[src/rtl/mem_arbiter_pkg.sv]
// Shared types and helpers for the two-port memory arbiter.
package mem_arbiter_pkg;

   localparam int DATA_W = 32;
   localparam int CNT_W  = 4;

   typedef enum logic {
      ST_IDLE   = 1'b0,
      ST_ACCESS = 1'b1
   } arb_state_t;

   typedef enum logic {
      OWN_IF = 1'b0,
      OWN_DM = 1'b1
   } arb_owner_t;

   // Saturating increment used by the fetch starvation counter.
   function automatic logic [CNT_W-1:0] sat_inc(input logic [CNT_W-1:0] value,
                                                input logic [CNT_W-1:0] limit);
      return (value >= limit) ? limit : value + CNT_W'(1);
   endfunction

endpackage

[src/rtl/arb_latency_counter.sv]
// Access-latency timer: loads at grant, counts down, flags terminal count.
module arb_latency_counter
   import mem_arbiter_pkg::*;
(
   input  logic             clock,
   input  logic             reset,
   input  logic             load,
   input  logic [CNT_W-1:0] load_value,
   input  logic             dec,
   output logic             zero
);

   logic [CNT_W-1:0] count;

   // Load wins over decrement so every grant restarts the timer cleanly.
   always_ff @(posedge clock or posedge reset) begin
      if (reset)              count <= '0;
      else if (load)          count <= load_value;
      else if (dec && !zero)  count <= count - CNT_W'(1);
   end

   assign zero = (count == '0);

endmodule

[src/rtl/mem_arbiter.sv]
// Arbiter sharing one single-port memory between instruction fetch and data port.
//
//   state     | meaning
//   ----------+----------------------------------------------------------
//   ST_IDLE   | no access in flight; grant on any eligible request
//   ST_ACCESS | latched access driven to memory for LATENCY cycles
module mem_arbiter
   import mem_arbiter_pkg::*;
#(
   parameter int LATENCY      = 2,
   parameter int STARVE_LIMIT = 4
) (
   input  logic              clock,
   input  logic              reset,
   input  logic              if_req,
   input  logic [DATA_W-1:0] if_addr,
   output logic [DATA_W-1:0] if_rdata,
   output logic              if_valid,
   input  logic              dm_req,
   input  logic              dm_we,
   input  logic [DATA_W-1:0] dm_addr,
   input  logic [DATA_W-1:0] dm_wdata,
   output logic [DATA_W-1:0] dm_rdata,
   output logic              dm_valid,
   output logic [DATA_W-1:0] mem_addr,
   output logic [DATA_W-1:0] mem_write_data,
   output logic              mem_read_enable,
   output logic              mem_write_enable,
   input  logic [DATA_W-1:0] mem_read_data,
   output logic              stall_if,
   output logic              stall_mem,
   output logic              busy
);

   localparam logic [CNT_W-1:0] LAT_LOAD   = CNT_W'(LATENCY - 1);
   localparam logic [CNT_W-1:0] STARVE_MAX = CNT_W'(STARVE_LIMIT);

   arb_state_t       state;
   arb_owner_t       owner;
   logic [CNT_W-1:0] starve_cnt;
   logic             if_elig;
   logic             dm_elig;
   logic             pick_if;
   logic             grant;
   logic             cnt_zero;

   // A port that is completing this cycle still shows its old request; mask it.
   assign if_elig = if_req & ~if_valid;
   assign dm_elig = dm_req & ~dm_valid;

   // Data port has priority until fetch has been passed over STARVE_LIMIT times.
   assign pick_if = if_elig & (~dm_elig | (starve_cnt == STARVE_MAX));
   assign grant   = (state == ST_IDLE) & (if_elig | dm_elig);

   assign stall_if  = if_req & ~if_valid;
   assign stall_mem = dm_req & ~dm_valid;
   assign busy      = (state == ST_ACCESS);

   arb_latency_counter u_lat_cnt (
      .clock      (clock),
      .reset      (reset),
      .load       (grant),
      .load_value (LAT_LOAD),
      .dec        (state == ST_ACCESS),
      .zero       (cnt_zero)
   );

   // Arbitration FSM; the memory strobes and address registers double as the latched request.
   always_ff @(posedge clock or posedge reset) begin
      if (reset) begin
         state            <= ST_IDLE;
         owner            <= OWN_IF;
         starve_cnt       <= '0;
         mem_addr         <= '0;
         mem_write_data   <= '0;
         mem_read_enable  <= 1'b0;
         mem_write_enable <= 1'b0;
         if_valid         <= 1'b0;
         dm_valid         <= 1'b0;
         if_rdata         <= '0;
         dm_rdata         <= '0;
      end else begin
         if_valid <= 1'b0;
         dm_valid <= 1'b0;
         case (state)
            ST_IDLE: begin
               if (grant) begin
                  state <= ST_ACCESS;
                  if (pick_if) begin
                     owner            <= OWN_IF;
                     mem_addr         <= if_addr;
                     mem_read_enable  <= 1'b1;
                     mem_write_enable <= 1'b0;
                     starve_cnt       <= '0;
                  end else begin
                     owner            <= OWN_DM;
                     mem_addr         <= dm_addr;
                     mem_write_data   <= dm_wdata;
                     mem_read_enable  <= ~dm_we;
                     mem_write_enable <= dm_we;
                     if (if_elig) starve_cnt <= sat_inc(starve_cnt, STARVE_MAX);
                  end
               end
            end
            ST_ACCESS: begin
               if (cnt_zero) begin
                  state            <= ST_IDLE;
                  mem_read_enable  <= 1'b0;
                  mem_write_enable <= 1'b0;
                  if (owner == OWN_IF) begin
                     if_rdata <= mem_read_data;
                     if_valid <= 1'b1;
                  end else begin
                     if (!mem_write_enable) dm_rdata <= mem_read_data;
                     dm_valid <= 1'b1;
                  end
               end
            end
            default: state <= ST_IDLE;
         endcase
      end
   end

endmodule

[config.mk]
export PLATFORM = sky130hd
export DESIGN_NAME = mem_arbiter
export DESIGN_NICKNAME = d
export VERILOG_FILES = /design/src/rtl/mem_arbiter_pkg.sv /design/src/rtl/arb_latency_counter.sv /design/src/rtl/mem_arbiter.sv
export SDC_FILE = /design/constraint.sdc
export NUM_CORES = 1
export LEC_CHECK = 0
export ABC_AREA = 1
export BUFFER_PORTS_ARGS = -buffer_cell sky130_fd_sc_hd__buf_2
export CAP_MARGIN = 30
export CORE_ASPECT_RATIO = 1.4
export CORE_MARGIN = 3
export CORE_UTILIZATION = 50
export CTS_BUF_LIST = sky130_fd_sc_hd__clkbuf_8
export DETAILED_ROUTE_END_ITERATION = 8
export PLACE_DENSITY = 0.83
export SLEW_MARGIN = 20
export SYNTH_ARGS = -nofsm -noshare
export SYNTH_HDL_FRONTEND = slang
export SYNTH_SLANG_ARGS = --single-unit
[constraint.sdc]
create_clock -name clock -period 6.7 [get_ports clock]
set_input_delay 1.34 -clock clock [delete_from_list [all_inputs] [get_ports clock]]
set_output_delay 1.34 -clock clock [all_outputs]
set_load 0.02 [all_outputs]
After elaboration in Yosys (flattened, before gate mapping):

Cells that the tools add are included.

* output and inout port bits: 135
* flip-flop bits (word level): 142
* input bits: 133
* word-level logic and storage cells: 66

* add/subtract/negate cells: 2
* magnitude comparators: 1
* reductions and logical operators: 11
* equality and inequality tests: 3
* mux-type cells: 23
* bitwise logic cells: 14

Operator list (number)
* 2-to-1 mux 32 bit: 1
* 2-to-1 mux 4 bit: 5
* 2-to-1 mux 1 bit: 14
* AND reduction 3 bit: 3
* inverter 1 bit: 8
* one-hot mux 1 bit (2 select lines): 3
* adder 4 x 1 -> 4 bit (second input constant): 1
* bitwise AND 1 bit: 4
* equality test 4 x 3 -> 1 bit (second input constant): 1
* >= comparator 4 x 3 -> 1 bit (second input constant): 1
* logical NOT 4 bit: 1
* AND reduction 2 bit: 2
* AND reduction 4 bit: 1
* nonzero test 2 bit: 2
* subtractor 4 x 1 -> 4 bit (second input constant): 1
* != test 2 x 1 -> 1 bit (second input constant): 1
* != test 2 bit (second input constant): 1
* bitwise OR 1 bit: 2
* logical AND 1 bit: 1
* logical NOT 1 bit: 1

Logic depth before layout (Yosys ltp):

Gate-level depths: netlist of the first run.

* depth in word-level cells: 8
* mapped depth: 9

Modules after synthesis:

Synthesis of the first run repeated with hierarchy kept, for this count alone.

* cell total of the unflattened synthesis: 755
* area total of the unflattened synthesis: 6207.2 sq um

By module, submodules not included
* mem_arbiter: instances 1, sequential area each 3453.3 sq um, cells an instance 708, area each 5908.2 sq um
* arb_latency_counter: instances 1, sequential area each 100.1 sq um, cells an instance 47, area each 299.0 sq um

Worst setup path before layout of the first run:

No wires, ideal clock.

* path type: input to output
* start: input if_req
* end: output stall_if
* buffers on the path: 1
* slack: 3.552 ns
* stages on the path: 3
* arrival time: 1.808 ns
* data required time: 5.360 ns
* cell sequence: nand2_1 -> inv_2 -> buf_2

* longest elaborated chain between the ends: 1

Ends and longest elaborated chain
* start, declared: RTL line mem_arbiter.sv:15 `input logic if_req,`
* bitwise AND 1 bit: RTL line mem_arbiter.sv:55 `assign stall_if = if_req & ~if_valid;`
* end, declared: RTL line mem_arbiter.sv:30 `output logic stall_if,`

No other way between the ends.

Worst setup path after layout of the first run:

Ends and elaborated chain as after synthesis.

==> results of run 1 <==
==> registers in the layout, indices dropped and copies added (netlist names) <==
register and cells:
u_lat_cnt.count 4, starve_cnt 4, if_rdata 32, busy 1
dm_rdata 32, if_valid 1, mem_write_enable 1, dm_valid 1
mem_read_enable 1, owner 1, mem_write_data 32, mem_addr 32
==> worst min path at each step <==
stage	from	to	slack, ps	cells past startpoint
floorplan	u_lat_cnt.count[0]$_DFFE_PP0P_	u_lat_cnt.count[0]$_DFFE_PP0P_	470	2
global placement	mem_write_data[19]$_DFFE_PP0P_	mem_write_data[19]$_DFFE_PP0P_	450	2
detailed placement	mem_write_data[19]$_DFFE_PP0P_	mem_write_data[19]$_DFFE_PP0P_	450	2
CTS	mem_write_data[19]$_DFFE_PP0P_	mem_write_data[19]$_DFFE_PP0P_	470	2
global route	mem_write_data[4]$_DFFE_PP0P_	mem_write_data[4]$_DFFE_PP0P_	490	2
finish	mem_write_data[25]$_DFFE_PP0P_	mem_write_data[25]$_DFFE_PP0P_	480	2
==> cell usage after synthesis <==
cell / instances / share of area [%]
dfrtp_1: 142 / 56
nor2_2: 1 / 0.098
buf_2: 17 / 1.3
buf_8: 1 / 0.24
nor3_1: 1 / 0.079
buf_4: 2 / 0.24
o22ai_1: 1 / 0.098
nand4_1: 4 / 0.39
nand3_4: 1 / 0.28
inv_1: 111 / 6.6
nand2_4: 4 / 0.71
buf_1: 2 / 0.12
clkbuf_1: 2 / 0.12
o21ai_1: 24 / 1.9
inv_2: 3 / 0.18
nor2_4: 1 / 0.18
ha_1: 4 / 0.79
nor2_1: 7 / 0.41
nand3_1: 103 / 8.1
nand2_2: 2 / 0.20
o21ai_2: 20 / 2.8
buf_6: 16 / 2.8
a21oi_1: 1 / 0.079
nand2_1: 249 / 15
o21ai_0: 22 / 1.7
==> critical path, stage by stage <==
cell and delay [ps]:
buf_2 80, nand2_1 130, inv_2 500, buf_2 280
==> per-stage QoR <==
stage | instance area [sq um] | total power [mW] | setup slack, ps
2_1_floorplan | 6360 | 2.84 | 1550
3_3_place_gp | 7600 | 3.37 | 3050
3_5_place_dp | 7600 | 3.43 | 3030
4_1_cts | 7980 | 4.10 | 3010
5_1_grt | 8010 | 4.37 | 2960
6_report | 8010 | 4.07 | 3020
==> power by group <==
part,internal (mW),switching [mW],total [mW]
clock,0.330,0.328,0.658
sequential,1.28,0.238,1.52
combinational,0.606,1.28,1.89
total,2.22,1.85,4.07
==> cell families after synthesis <==
logic type | share of synthesized area, %
AOI/OAI and AO/OA | 6.55
and+or+nand+nor | 25.2
DFF | 55.9
adders and majority gates | 0.787
buffers and inverters | 11.6
==> per-layer routing <==
metal / global-route usage (%) / part of all wire, %
met2: 37.5 / 50
met1: 26.8 / 39
met3: 6.32 / 8.7
met5: 0 / 0
met4: 8.26 / 2.7
==> final cells by class <==
class | instances | area [sq um] | share of cell area, %
Multi-Input combinational cell | 445 | 2070 | 25.8
Timing Repair Buffer | 271 | 1390 | 17.3
Clock inverter | 15 | 149 | 1.86
Clock buffer | 17 | 234 | 2.92
Tap cell | 150 | 188 | 2.34
Inverter | 114 | 433 | 5.40
Sequential cell | 142 | 3550 | 44.4
==> metrics, run 1 <==
status complete, no violations; initial antenna violation count 0; Tcrit/Tclk final 54.9%; Pwr Density 508 nW/um^2; Setup crit start if_req; Synth cell types 25; post-cts resize count 0; WHS 475 ps; # H-tree levels 4; worst flop-to-flop path endpoint mem_write_data[29]$_DFFE_PP0P_; CTS Buf Count 17; Starting Density 51.4%; reg2reg path depth 8; Nets 1128; Post-DP HPWL 11500 um; Mean Syn Cell Area 8.58 sq um; CP arrival 2340 ps; commonest cells after routing, fill and taps aside 267 x buf_2, 248 x nand2_1, 142 x dfrtp_1; Worst Hold Class flop to flop; CP Launch Type input pin; RSZ-0062 raised after global routing no; global route overflow 0; Post-Syn Nets 878; worst slew pin tran 729 ps; clock sinks 142; Tmin final 3680 ps; Crit path required time 5360 ps; maxcap violations 0; CTS tree built; sequential fraction of the synthesis area 55.9%; I/O pin count 268; DRT antenna net count 0; # diodes 0; Cells after Synth 741; Peak VDD IR 0.226 mV; clock skew 18.8 ps; register bit total from synthesis 142; Post-CTS Hold Buffers 0; Layout fillers 1069; synth-to-layout area growth 26.0%; Port Buf Inserts 267; first-pass GRT wire length 25100 um; die area 14100 sq um; Hold Vio Cnt, Final 0; Placed Cells 1121; number of global-route vias before repair 5381; Die H 139 um; drt first pass iters 6; slew margin rel. 51.4%; critical path peak fanout 35; Longest Clk Path Bufs 2; most common cell after layout, fill and taps aside buf_2; # rows 48; crit path capture type output port; Yosys warnings 0; final instance count without filler cells 1154; Iteration-0 DRC Markers 281; Post-CTS Setup Inserts 0; Final setup viols 0; wire length per cell 13.8 um; total wire length 16000 um; Core Box Area 12400 sq um; Reg clk slew, reported paths 70 ps; Worst-Skew Late Latency 430 ps; Leak 4.82 nW; Final Util 64.8%; gr usage total 22.2%; layout cells sized above 1 33.3%; CP Class input pin to output port; DIE WIDTH 101 um; Post-Syn Area 6360 sq um; fmax 272 MHz; largest net degree at the start of global routing 74; DRC errors left 0; Clock Tree Root clkbuf_8; DR vias 5680; R2R setup slack 4030 ps; Critical R2R Launch if_valid$_DFF_PP0_; TNS Setup 0 ps; max-slew violations 0; DR vias/cell 4.92; Worst Setup EP stall_if; gpl congestion 0.845
Note: power is estimated with default switching activity, not from simulation.
==> inputs of run 2 (changes only) <==
==> constraint.sdc (replaced) <==
create_clock -name clock -period 3.7 [get_ports clock]
set_input_delay 0.74 -clock clock [delete_from_list [all_inputs] [get_ports clock]]
set_output_delay 0.74 -clock clock [all_outputs]
set_load 0.02 [all_outputs]
==> run 2 against run 1 <==
Combinational power increased by 82%; via count decreased by 1.0%; sequential power increased by 80%; power increased by 84%; final area increased by 0.52%; worst setup slack got worse by 1800 ps; cell count increased by 0.17%; register-to-register slack got worse by 2600 ps; clock power increased by 96%; sequential cell count unchanged; largest cell class unchanged; sequential share of layout area decreased by 0.23 points.
==> metrics, run 2 (synthesis results as in run 1) <==
DIE WIDTH 101 um (unchanged); layout cells sized above 1 33.7% (+0.43 points); CTS tree built; CP Launch Type flop; wire length per cell 13.7 um (-0.62%); Crit path required time 2960 ps (-2400 ps); die area 14100 sq um (unchanged); Pwr Density 927 nW/um^2 (+83%); Post-DP HPWL 11400 um (-1.2%); first-pass GRT wire length 25500 um (+1.7%); drt first pass iters 4 (-2); commonest cells after routing, fill and taps aside 267 x buf_2, 248 x nand2_1, 142 x dfrtp_1; DP Area 7630 sq um (+0.44%); gpl congestion 0.834 (-1.2%); synth-to-layout area growth 26.7%; global routing usage on met1 27.3% (+0.56 points); Starting Density 51.4% (unchanged); post-cts resize count 0 (unchanged); Core Box Area 12400 sq um (unchanged); Post-CTS Hold Buffers 0 (unchanged); GR peak layer met2; Port Buf Inserts 267 (unchanged); slew margin rel. 48.5% (-2.9 points); Peak VDD IR 0.440 mV (+95%); post-route design area 8050 sq um (+0.52%); Final setup viols 0 (unchanged); # H-tree levels 4 (unchanged); DR vias 5621 (-1.0%); Nets 1130 (+0.18%); DR vias/cell 4.86 (-1.2%); global routing usage on met2 37.2% (-0.31 points); DRT antenna net count 0 (unchanged); global route overflow 0 (unchanged); maxcap violations 0 (unchanged); reg2reg path depth 8 (unchanged); critical path peak fanout 34 (-2.9%); RSZ-0062 raised after global routing no; DRC errors left 0 (unchanged); TNS Setup 0 ps (unchanged); clock sinks 142 (unchanged); Combinational Power Share 46.0% (-0.4 points); Tcrit/Tclk final 65.7%; # diodes 0 (unchanged); largest net degree at the start of global routing 143 (+93%); crit path capture type output port; CP arrival 1690 ps (-650 ps); Die H 139 um (unchanged); gr usage total 22.5% (+0.21 points); Reg power frac 36.7% (-0.7 points); initial antenna violation count 0 (unchanged); max-slew violations 0 (unchanged); most common cell after layout, fill and taps aside buf_2; WHS 469 ps (-6.01 ps); Post-CTS Setup Inserts 0 (unchanged); CTS Buf Count 17 (unchanged); Worst-Skew Late Latency 440 ps (about the same); Sw Share 45.5% (+0.056 points); Longest Clk Path Bufs 2 (unchanged); hold path depth 2 (unchanged); cell-internal power 4.07 mW (+83%); Switch Pwr 3.40 mW (+84%); status complete, no violations; number of global-route vias before repair 5439 (+1.1%); met3 usage in global routing 5.87% (-0.45 points); CP Class flop to output port; clock skew 15.4 ps (-3.42 ps); Worst Hold Class flop to flop; Hold Vio Cnt, Final 0 (unchanged); total wire length 15900 um (-0.44%); Clk pwr share 17.3% (+1.1 points); Tmin final 2430 ps; worst slew pin tran 773 ps (+44.0 ps); Reg clk slew, reported paths 80 ps (about the same); fmax 411 MHz; Final Power 7.46 mW (+84%); # rows 48 (unchanged); Leak 4.83 nW (+0.17%); Iteration-0 DRC Markers 252 (-10%); I/O pin count 268 (unchanged); Clock Tree Root clkbuf_8
## run 2: worst max-delay path, stage by stage, from the launching register on
cell     delay [ps]
dfrtp_1         380
inv_1            60
nand2_1         130
inv_2           120
buf_4           340
buf_2           240
## run 2: layout make-up
type                    instances  area (sq um)
inverters                     114           432
repair buffers                273          1390
flip-flops and latches        142          3550
well taps                     150           188
clock buffers                  18           248
fillers                      1080          4320
multi-input cells             445          2070
clock inverters                14           170
## run 2: worst paths after layout
kind                                                 from                             end  slack (ps)
max                                    if_valid$_DFF_PP0_                        stall_if        1270
min                        mem_write_data[28]$_DFFE_PP0P_  mem_write_data[28]$_DFFE_PP0P_         470
max reg2reg                     starve_cnt[0]$_DFFE_PP0P_   mem_write_data[7]$_DFFE_PP0P_        1410
min reg2reg                mem_write_data[28]$_DFFE_PP0P_  mem_write_data[28]$_DFFE_PP0P_         470
max in group asynchronous                           reset  u_lat_cnt.count[2]$_DFFE_PP0P_        2600
min in group asynchronous                           reset        if_rdata[20]$_DFFE_PP0P_         490
## run 2: layer usage
metal,vias to the layer above,share of wire (%)
li1,2797,-
met1,2523,39
met2,264,49
met3,37,8.4
met4,0,3.4
met5,-,0
## run 2: power groups by stage
stage | registers [mW] | logic (mW) | clock network [mW]
floorplan | 3.63 | 1.50 | 0
global placement | 2.74 | 3.37 | 0
detailed placement | 2.75 | 3.48 | 0
CTS | 2.74 | 3.48 | 1.32
global route | 2.83 | 3.79 | 1.39
finish | 2.74 | 3.44 | 1.29
## run 2: stage by stage
| stage | setup slack, ps | utilization [%] | cells |
|---|---|---|---|
| after global routing | 1170 | 65.1 | 1156 |
| after CTS | 1250 | 65.1 | 1156 |
| after global placement | 1150 | 61.7 | 1124 |
| final | 1270 | 65.1 | 1156 |
| after floorplan | 1180 | - | 741 |
| after detailed placement | 1070 | 61.7 | 1124 |
